==> config.mk <==
export PLATFORM = sky130hd
export DESIGN_NAME = datapath_control_sequencer
export DESIGN_NICKNAME = d
export VERILOG_FILES = /design/src/rtl/datapath_control_sequencer.sv
export SDC_FILE = /design/constraint.sdc
export NUM_CORES = 1
export LEC_CHECK = 0
export ABC_CLOCK_PERIOD_IN_PS = 2860
export CORE_ASPECT_RATIO = 0.6
export CORE_MARGIN = 5
export CORE_UTILIZATION = 46
export DETAILED_ROUTE_END_ITERATION = 6
export MAX_ROUTING_LAYER = met4
export PLACE_DENSITY = 0.86
export SETUP_SLACK_MARGIN = 0.2
export SLEW_MARGIN = 15
export SYNTH_ARGS = -nofsm -noshare
export SYNTH_HDL_FRONTEND = slang
export SYNTH_SLANG_ARGS = --single-unit
==> constraint.sdc <==
create_clock -name clk -period 2.86 [get_ports clk]
set_clock_uncertainty 0.2 [all_clocks]
set_input_delay 0.286 -clock clk [delete_from_list [all_inputs] [get_ports clk]]
set_output_delay 0.286 -clock clk [all_outputs]
set_load 0.02 [all_outputs]
==> src/rtl/datapath_control_sequencer.sv <==
`default_nettype none
// ============================================================================
//  Module      : datapath_control_sequencer
//  Description : Moore fetch/decode/execute sequencer driving the Datapath
//                control strobes for register-format instructions.
//  Revision    : 1.0
// ============================================================================
module datapath_control_sequencer #(
  parameter int MEM_TIMEOUT = 255,
  parameter int CNT_W       = 16
) (
  input  logic             clk,
  input  logic             clr,
  input  logic             run,
  input  logic             mem_ready,
  input  logic [31:0]      ir,
  output logic             pc_out,
  output logic             pc_increment,
  output logic             mar_in,
  output logic             pc_in,
  output logic             read,
  output logic             mdr_in,
  output logic             mdr_out,
  output logic             ir_in,
  output logic             y_in,
  output logic             zhigh_in,
  output logic             zlow_in,
  output logic             zhigh_out,
  output logic             zlow_out,
  output logic             hi_in,
  output logic             lo_in,
  output logic [15:0]      r_in,
  output logic [15:0]      r_out,
  output logic [4:0]       op_code,
  output logic             busy,
  output logic             halted,
  output logic             err,
  output logic [CNT_W-1:0] retired
);

  typedef enum logic [3:0] {
    S_IDLE = 4'd0,
    S_T0   = 4'd1,
    S_T1   = 4'd2,
    S_T2   = 4'd3,
    S_T3   = 4'd4,
    S_T4   = 4'd5,
    S_T5   = 4'd6,
    S_T6   = 4'd7,
    S_HALT = 4'd8,
    S_ERR  = 4'd9
  } state_t;

  localparam logic [4:0]  OP_ALU_FIRST = 5'b00011;
  localparam logic [4:0]  OP_ALU_LAST  = 5'b01011;
  localparam logic [4:0]  OP_MUL       = 5'b01111;
  localparam logic [4:0]  OP_DIV       = 5'b10000;
  localparam logic [4:0]  OP_NEG       = 5'b10001;
  localparam logic [4:0]  OP_NOT       = 5'b10010;
  localparam logic [4:0]  OP_NOP       = 5'b11010;
  localparam logic [4:0]  OP_HALT      = 5'b11011;
  localparam logic [15:0] C_WAIT_LAST  = 16'(MEM_TIMEOUT - 1);

  state_t           state_q, state_d;
  logic [15:0]      wait_q, wait_d;
  logic [CNT_W-1:0] retired_q, retired_d;

  logic [4:0] w_op;
  logic [3:0] w_ra, w_rb, w_rc;
  logic       w_alu3, w_muldiv, w_negnot, w_nop, w_halt;
  logic       w_retire;
  logic       unused_ir_low;

  assign w_op          = ir[31:27];
  assign w_ra          = ir[26:23];
  assign w_rb          = ir[22:19];
  assign w_rc          = ir[18:15];
  assign unused_ir_low = ^ir[14:0];

  assign w_alu3   = (w_op >= OP_ALU_FIRST) && (w_op <= OP_ALU_LAST);
  assign w_muldiv = (w_op == OP_MUL) || (w_op == OP_DIV);
  assign w_negnot = (w_op == OP_NEG) || (w_op == OP_NOT);
  assign w_nop    = (w_op == OP_NOP);
  assign w_halt   = (w_op == OP_HALT);

  function automatic logic [15:0] onehot16(input logic [3:0] idx);
    onehot16 = 16'h0001 << idx;
  endfunction

  always_ff @(posedge clk or negedge clr) begin
    if (!clr) begin
      state_q   <= S_IDLE;
      wait_q    <= '0;
      retired_q <= '0;
    end else begin
      state_q   <= state_d;
      wait_q    <= wait_d;
      retired_q <= retired_d;
    end
  end

  // The wait counter is only meaningful inside T1; it is cleared everywhere else
  // so that every fresh T1 starts at zero (which also marks the pc_in cycle).
  always_comb begin
    state_d   = state_q;
    wait_d    = '0;
    retired_d = retired_q;
    w_retire  = 1'b0;
    case (state_q)
      S_IDLE: if (run) state_d = S_T0;
      S_T0:   state_d = S_T1;
      S_T1: begin
        if (mem_ready)                state_d = S_T2;
        else if (wait_q == C_WAIT_LAST) state_d = S_ERR;
        else                          wait_d  = wait_q + 16'd1;
      end
      S_T2:   state_d = S_T3;
      S_T3: begin
        if (w_alu3 || w_muldiv || w_negnot) state_d = S_T4;
        else if (w_nop)                    w_retire = 1'b1;
        else if (w_halt)                   state_d = S_HALT;
        else                               state_d = S_ERR;
      end
      S_T4:   state_d = S_T5;
      S_T5: begin
        if (w_muldiv) state_d  = S_T6;
        else          w_retire = 1'b1;
      end
      S_T6:   w_retire = 1'b1;
      S_HALT: state_d = S_HALT;
      S_ERR:  state_d = S_ERR;
      default: state_d = S_IDLE;
    endcase
    if (w_retire) begin
      retired_d = retired_q + CNT_W'(1);
      state_d   = run ? S_T0 : S_IDLE;
    end
  end

  always_comb begin
    pc_out       = 1'b0;
    pc_increment = 1'b0;
    mar_in       = 1'b0;
    pc_in        = 1'b0;
    read         = 1'b0;
    mdr_in       = 1'b0;
    mdr_out      = 1'b0;
    ir_in        = 1'b0;
    y_in         = 1'b0;
    zhigh_in     = 1'b0;
    zlow_in      = 1'b0;
    zhigh_out    = 1'b0;
    zlow_out     = 1'b0;
    hi_in        = 1'b0;
    lo_in        = 1'b0;
    r_in         = 16'h0000;
    r_out        = 16'h0000;
    op_code      = 5'b00000;
    case (state_q)
      S_T0: begin
        pc_out       = 1'b1;
        pc_increment = 1'b1;
        mar_in       = 1'b1;
        zlow_in      = 1'b1;
        zhigh_in     = 1'b1;
      end
      S_T1: begin
        zlow_out = 1'b1;
        read     = 1'b1;
        mdr_in   = 1'b1;
        pc_in    = (wait_q == 16'd0);
      end
      S_T2: begin
        mdr_out = 1'b1;
        ir_in   = 1'b1;
      end
      S_T3: begin
        if (w_alu3) begin
          r_out = onehot16(w_rb);
          y_in  = 1'b1;
        end else if (w_muldiv) begin
          r_out = onehot16(w_ra);
          y_in  = 1'b1;
        end
      end
      S_T4: begin
        r_out    = w_alu3 ? onehot16(w_rc) : onehot16(w_rb);
        zlow_in  = 1'b1;
        zhigh_in = 1'b1;
        op_code  = w_op;
      end
      S_T5: begin
        zlow_out = 1'b1;
        if (w_muldiv) lo_in = 1'b1;
        else          r_in  = onehot16(w_ra);
      end
      S_T6: begin
        zhigh_out = 1'b1;
        hi_in     = 1'b1;
      end
      default: ;
    endcase
  end

  assign busy    = (state_q != S_IDLE) && (state_q != S_HALT) && (state_q != S_ERR);
  assign halted  = (state_q == S_HALT);
  assign err     = (state_q == S_ERR);
  assign retired = retired_q;

endmodule
`default_nettype wire

======== Yosys cells after proc, flatten, opt, wreduce, memory -nomap -nowiden ========
Index checks and enable logic that the tools add are counted.
operators by class
  add/sub/neg operators ................... 2
  $lt $le $gt $ge ......................... 2
  equality and inequality tests ........... 23
  shift operators ......................... 3
  mux-type cells .......................... 35
  reduce and logical (&&, ||, !) cells .... 13
operators by type and width
  cell                                                                count
  two-way mux 16 bit                                                  8
  << shifter 1 x 4 -> 16 bit (first input constant)                   3
  one-hot mux 4 bit (10 select lines)                                 1
  adder 16 x 1 -> 16 bit (second input constant)                      2
  one-hot mux 16 bit (2 select lines)                                 1
  two-way mux 4 bit                                                   7
  equality test 5 bit (second input constant)                         5
  equality test 16 x 8 -> 1 bit (second input constant)               1
  equality test 4 x 3 -> 1 bit (second input constant)                4
  logical NOT 16 bit                                                  1
  two-way mux 1 bit                                                   16
  != test 4 bit (second input constant)                               4
  equality test 4 x 2 -> 1 bit (second input constant)                2
  equality test 4 bit (second input constant)                         2
  != test 3 bit (second input constant)                               2
  equality test 5 x 4 -> 1 bit (second input constant)                1
  greater-or-equal comparator 5 x 2 -> 1 bit (second input constant)  1
  <= comparator 5 x 4 -> 1 bit (second input constant)                1
  two-way mux 5 bit                                                   1
  AND reduction 5 bit                                                 1
  equality test 4 x 1 -> 1 bit (second input constant)                1
  logical NOT 4 bit                                                   1
  logical OR 1 bit                                                    4
  nonzero test 4 bit                                                  1
  other kinds (4)                                                     7
word-level totals
  bits in registers ....................... 36
  input bits .............................. 36
  output and inout bits ................... 71
  word-level logic and storage cells ...... 81

======== Longest topological paths before layout ========
Gate-level depths: netlist of run 1.
  depth in word-level cells ............... 8
  depth in mapped cells ................... 8

======== Least setup slack after synthesis of run 1 ========
OpenSTA, ideal clock, no wires.
  path kind ............................... register -> output
  start point ............................. register state_q[0]
  end point ............................... output port r_out[2]
  arrival time ............................ 1.962 ns
  required time ........................... 2.374 ns
  path slack .............................. 0.412 ns
  cell stages (with the launch flop) ...... 8
  path buffers ............................ 2
  cell sequence ........................... dfrtp_1 buf_2 or2_4 or2_4 a21oi_4 buf_4 nand3_1 a22oi_1
between the ends
  word-level cells in the longest chain between the ends .. 2
  elaborated cells on any way between the ends .. 3
  those cells by class .................... eq/ne: 2; mux: 1
RTL lines
  element                                  RTL line  text
  from (decl)                              64        state_t state_q, state_d;
  from (signal assigned)                   96        state_q <= state_d;
  equality test 4 x 3 -> 1 bit             159       case (state_q)
  one-hot mux 16 bit (2 select lines) (*)  159
  to (decl)                                33        output logic [15:0] r_out,
Every way passes the cells marked *; elsewhere a longest branch is shown, timed or not.

======== Worst setup path after layout of run 1 ========
  start point ............................. register state_q[0]
  end point ............................... output port r_out[6]
Same word-level chain as after synthesis.

==> results of run 1 <==
[registers in the layout, indices dropped and copies added, names as in the netlist]
signal   count
retired     16
wait_q      16
state_q      4
[cell usage after synthesis, drive strengths merged (9+ instances only)]
| cell | number | area share, % |
|---|---|---|
| nor3 | 15 | 2.5 |
| nand2 | 29 | 3.6 |
| clkbuf | 11 | 1.4 |
| nand4 | 12 | 2.5 |
| dfrtp | 36 | 30 |
| xnor2 | 14 | 4.0 |
| nor2 | 61 | 7.5 |
| buf | 16 | 4.3 |
| a21oi | 30 | 5.3 |
| nor2b | 9 | 1.9 |
| inv | 9 | 1.1 |
| xor2 | 15 | 4.3 |
| nand3 | 27 | 4.5 |
[final timing paths]
check,end,slack (ns),cells past startpoint
worst max-delay path,r_out[6],0.1,7
worst min-delay path,retired[13],0.20,2
worst max register to register,retired[8],0.38,8
worst min register to register,retired[15],0.28,1
max in group asynchronous,state_q[2],1.89,2
min in group clk,retired[15],0.28,1
[cells by family after synthesis]
kind of cell | after synthesis | synth area share (%)
flip-flops | 36 | 29.69
AO/OA/AOI/OAI | 70 | 16.66
adder cells (fa/ha/maj) | 4 | 1.650
AND/OR/NAND/NOR | 208 | 36.45
buffers and inverters | 36 | 6.804
multiplexers | 1 | 0.3711
XOR/XNOR | 29 | 8.371
[cell type report]
type                       count  share of cell area [%]
multi-input combinational    312                   45.25
timing repair buffer         159                   30.15
sequential                    36                   19.72
tap                           84                   2.294
clock buffer                   7                   1.666
inverter                       9                  0.7373
clock inverter                 1                  0.1912
[layer usage]
| metal | track usage [%] | up-vias | share of wire (%) |
|---|---|---|---|
| li1 | - | 1644 | - |
| met1 | 38.81 | 1711 | 42 |
| met2 | 40.32 | 239 | 44 |
| met3 | 8.782 | 39 | 12 |
| met4 | 3.385 | 0 | 1.9 |
| met5 | - | - | 0 |
[power breakdown]
group / leakage [µW] / switching, µW / internal (µW) / total [µW]
registers: 0.000490 / 90.1 / 563 / 653
clock network: 0.0000424 / 192 / 174 / 366
logic: 0.00151 / 815 / 660 / 1470
total: 0.00204 / 1100 / 1400 / 2490
[repair_timing]
item | in CTS | in global routing
endpoints found under the setup margin | 39 | 42
buffers inserted | 1 | 9
resized for setup | 101 | 57
cloned | 0 | 1
pin swaps | 0 | 6
[metrics by stage]
stage | total power, µW | std cells | utilization [%] | area, µm² | setup TNS, ns
finish | 2494 | 608 | 73.33 | 4582 | 0
global route | 2625 | 608 | 73.33 | 4582 | 0
CTS | 2384 | 598 | 71.47 | 4466 | 0
detailed placement | 1994 | 589 | 68.90 | 4305 | -7.774
global placement | 1937 | 589 | 68.90 | 4305 | -6.851
floorplan | 1420 | 384 | - | 3034 | 0
==> metrics.cfg, run 1 <==
[worst_hold_path]
hold_class = input port to async pin

[setup_path]
critPathLaunchType = flop
slowest_delay_ns = 0.44
path_cells = or2_4, or2_4, a21oi_4, buf_6, nand4_1, a22oi_1, clkdlybuf4s15_2
crit_buf_inv = 2
cp_top_family = simple AND/OR/NAND/NOR gates
path_max_fanout = 5
crit_top_cell = or2_4
cp.arrival_ns = 2.28
worstSetupStartpoint = state_q[0]
crit_type = flop to output port
crit_path_top_delay_cell = dfrtp_2
required_ns = 2.37
end_kind = output port
rr_startpoint = state_q[0]

[global_route]
antenna_found_initial = 0
grt_first_pass_wirelength_mm = 17.97
grt_pass1_vias = 3386
track_usage_pct = 27.73
grt.overflow.total = 0
grt_max_degree = 37

[floorplanning]
initial_utilization_pct = 48.56
rows = 22
die_area_um2 = 8374
ios = 107
fp.dieW_um = 114.9
core_um2 = 6248
die_y_um = 72.91

[logic_synthesis]
synth.avg_cell_area_um2 = 7.901
synth_nets = 424
syn-cell-area_um2 = 3034
synth_edf_count = 0
ys.flop_type = dfrtp_1
postSynthCellCount = 384
ys_warn_count = 0
synth_seq_cells = 36
ys_async_sr_fraction_pct = 100.0
yosysSeqAreaShare_pct = 29.69
synth_cell_types = 61

[routing]
wl_per_cell_um = 19.29
ant_nets = 0
drt-pass1-iter-count = 5
avgViaCountPerCell = 5.975
drt-total-wl_mm = 11.73
drt-initial-drc-count = 450
drc = 0
dr_total_vias = 3633

[layout]
diodes = 0
multi_input_area_um2 = 2073
nets = 563
final_common_cell = buf_4
ff_latch_area_um2 = 903.4
final_cell_mix = 69 x buf_4, 60 x nor2_1, 46 x clkdlybuf4s50_1, 34 x dfrtp_1, 28 x a21oi_1
area_growth_pct = 51.01
fillers = 473
drive_gt1_share_pct = 25.76

[outcome]
status = complete, no violations

[sta]
relSlewSlack_pct = 59.88
hold_slack_ns = 0.2009
setup_viol = 0
max_slew.worst_pin.slew_ns = 0.5972
finalCriticalPeriod_ns = 2.763
finalCritPeriodShare_pct = 96.60
hold_viol = 0
fmax_mhz = 362.0
slew_viol_final = 0
grt_setup_unrepaired = yes
fin_ws_ns = 0.09733

[clock_tree]
cts_max_path_buffers = 2
cts_sinks = 36
clkSlewWorstSetupHoldPaths_ns = 0.08
cts_tree = done
clock_latency_ns = 0.30
cts-root-buf = clkbuf_8
ctsHoldBuffers = 0
htree_levels = 2
cts_buffers = 5

[pwr]
peakVddDrop_mv = 0.4157
pwr_density_cell_nw_per_um2 = 544.3
total_leakage_power_uw = 0.002040

[job]
maxCapViolCount = 0

[placement]
dp_slack_ns = -0.3199
io_buffers = 91
post-dp-hpwl_mm = 8.722
place_congestion = 1.023

Note: power is estimated with default switching activity, not from simulation.
==> run 2, diff against run 1 <==
- ABC_CLOCK_PERIOD_IN_PS: 2860 -> 2400
- CORE_MARGIN: 5 -> 3
- CORE_UTILIZATION: 46 -> 42
- PLACE_DENSITY: 0.86 -> 0.82
- clock period: 2.86 -> 2.4 ns (I/O delays scaled with it)
==> run 2 against run 1 <==
  * The flow now finishes with violations (setup timing)
  * Power increased by 33%
  * Worst setup slack got worse by 0.30 ns
  * Sequential power increased by 16%
  * Critical path type unchanged
  * Highest routed layer unchanged
==> metrics.cfg, run 2 (synthesis gave the netlist of run 1 again) <==
[clock_tree]
clkSlewWorstSetupHoldPaths_ns = 0.05  ; -0.03 ns
cts_buffers = 5  ; unchanged
cts-root-buf = clkbuf_16
cts_tree = done
htree_levels = 2  ; unchanged
cts_max_path_buffers = 2  ; unchanged
cts_sinks = 36  ; unchanged
clock_latency_ns = 0.28  ; -0.02 ns

[setup_path]
slowest_delay_ns = 0.43  ; about the same
path_max_fanout = 6  ; +1
rr_startpoint = state_q[0]
crit_top_cell = or2_4
cp.arrival_ns = 2.16  ; -0.12 ns
end_kind = output port
critPathLaunchType = flop
r2r_slack_ns = 0.18  ; -0.20 ns
path_cells = or2_4, or2_4, a21oi_4, bufbuf_16, a31oi_1, o21ai_1, buf_4
r2r-end = wait_q[7]
required_ns = 1.96  ; -0.41 ns
crit_buf_inv = 2  ; unchanged
crit_type = flop to output port
rr_worst_depth = 8  ; unchanged
crit_path_top_delay_cell = dfrtp_2
cp_top_family = simple AND/OR/NAND/NOR gates

[routing]
drt-total-wl_mm = 12.65  ; +7.8%
drc = 0  ; unchanged
drt-pass1-iter-count = 5  ; unchanged
avgViaCountPerCell = 5.969  ; -0.11%
drt-initial-drc-count = 470  ; +4.4%
ant_nets = 0  ; unchanged
dr_total_vias = 3832  ; +5.5%
wl_per_cell_um = 19.70  ; +2.1%

[floorplanning]
fp.dieW_um = 115.7  ; +0.77%
die_area_um2 = 8313  ; -0.72%
rows = 23  ; +4.5%
core_um2 = 6849  ; +9.6%
die_y_um = 71.84  ; -1.5%
ios = 107  ; unchanged
initial_utilization_pct = 44.30  ; -4.3 points

[layout]
nets = 594  ; +5.5%
drive_gt1_share_pct = 42.16  ; +16 points
diodes = 0  ; unchanged
final_common_cell = buf_4
final_core_util_pct = 77.88  ; +4.5 points
fillers = 428  ; -9.5%
final_cell_mix = 94 x buf_4, 42 x nor2_1, 35 x buf_6, 35 x dfrtp_1, 31 x clkdlybuf4s50_1
area_growth_pct = 75.79

[sta]
fmax_mhz = 384.8
fin_ws_ns = -0.1987  ; -0.2961 ns
relSlewSlack_pct = 57.06  ; -2.8 points
hold_viol = 0  ; unchanged
slew_viol_final = 0  ; unchanged
setup_viol = 15  ; +15
finalCritPeriodShare_pct = 108.3
max_slew.worst_pin.slew_ns = 0.6392  ; +0.04196 ns
finalCriticalPeriod_ns = 2.599
grt_setup_unrepaired = yes

[global_route]
grt_pass1_vias = 3513  ; +3.8%
grt_max_degree = 37  ; unchanged
track_usage_pct = 28.69  ; +0.96 points
grt_first_pass_wirelength_mm = 18.21  ; +1.3%
grt.overflow.total = 0  ; unchanged
antenna_found_initial = 0  ; unchanged

[worst_hold_path]
hold_class = input port to async pin

[pwr]
pwr_density_cell_nw_per_um2 = 622.8  ; +14%
total_leakage_power_uw = 0.002273  ; +11%
p_total_uw = 3322  ; +33%
peakVddDrop_mv = 0.3229  ; -22%

[placement]
io_buffers = 91  ; unchanged
dp_slack_ns = -0.7257  ; -0.4058 ns
post-dp-hpwl_mm = 8.482  ; -2.8%
place_congestion = 0.9803  ; -4.2%

[outcome]
violations = setup timing
status = finished, violations left

[job]
maxCapViolCount = 0  ; unchanged

## run 2: repair_timing
item	in CTS	in global routing
hold buffers	0	0
pin swaps	8	22
gates cloned	2	1
setup endpoints to repair	66	58
gates resized for setup	228	134
buffers inserted	3	3
## run 2: area by class of cell
cell class,count,area (µm²),share of cell area [%]
sequential,36,902.1,16.91
clock buffer,8,146.4,2.745
tap,87,108.9,2.041
multi-input combinational,312,2414,45.25
timing repair buffer,190,1729,32.42
inverter,9,33.78,0.6334
## run 2: worst max path at each step
stage	start	end	slack (ns)	cells past startpoint
finish	state_q[0]	r_out[5]	-0.20	7
global placement	ir[30]	r_out[5]	-0.65	9
CTS	state_q[1]	r_out[2]	-0.12	8
global route	state_q[1]	r_out[10]	-0.20	7
detailed placement	ir[27]	r_out[2]	-0.73	8
floorplan	state_q[0]	r_out[11]	0.18	7
## run 2: per-layer routing
| layer | vias up | GRT usage, % | share of wire, % |
|---|---|---|---|
| met1 | 1798 | 41.70 | 44 |
| met2 | 274 | 40.58 | 42 |
| met3 | 49 | 6.498 | 11 |
| met5 | - | - | 0 |
| met4 | 0 | 6.564 | 2.8 |
| li1 | 1711 | - | - |
## run 2: power by group
| part | switching [µW] | leakage (µW) | total, µW | internal, µW |
|---|---|---|---|---|
| clock | 233 | 0.0000712 | 647 | 414 |
| sequential | 87.6 | 0.000491 | 760 | 672 |
| combinational | 1060 | 0.00171 | 1920 | 852 |
## run 2: per-stage QoR
step / hold slack, ns / setup TNS (ns) / cell area (µm²) / instances
6_report: 0.1963 / -1.741 / 5334 / 642
5_1_grt: 0.2424 / -2.180 / 5334 / 642
4_1_cts: 0.2037 / -1.031 / 4900 / 638
3_5_place_dp: 0.2570 / -22.27 / 4648 / 625
3_3_place_gp: 0.2636 / -20.72 / 4648 / 625
2_1_floorplan: -0.2556 / 0 / 3123 / 384
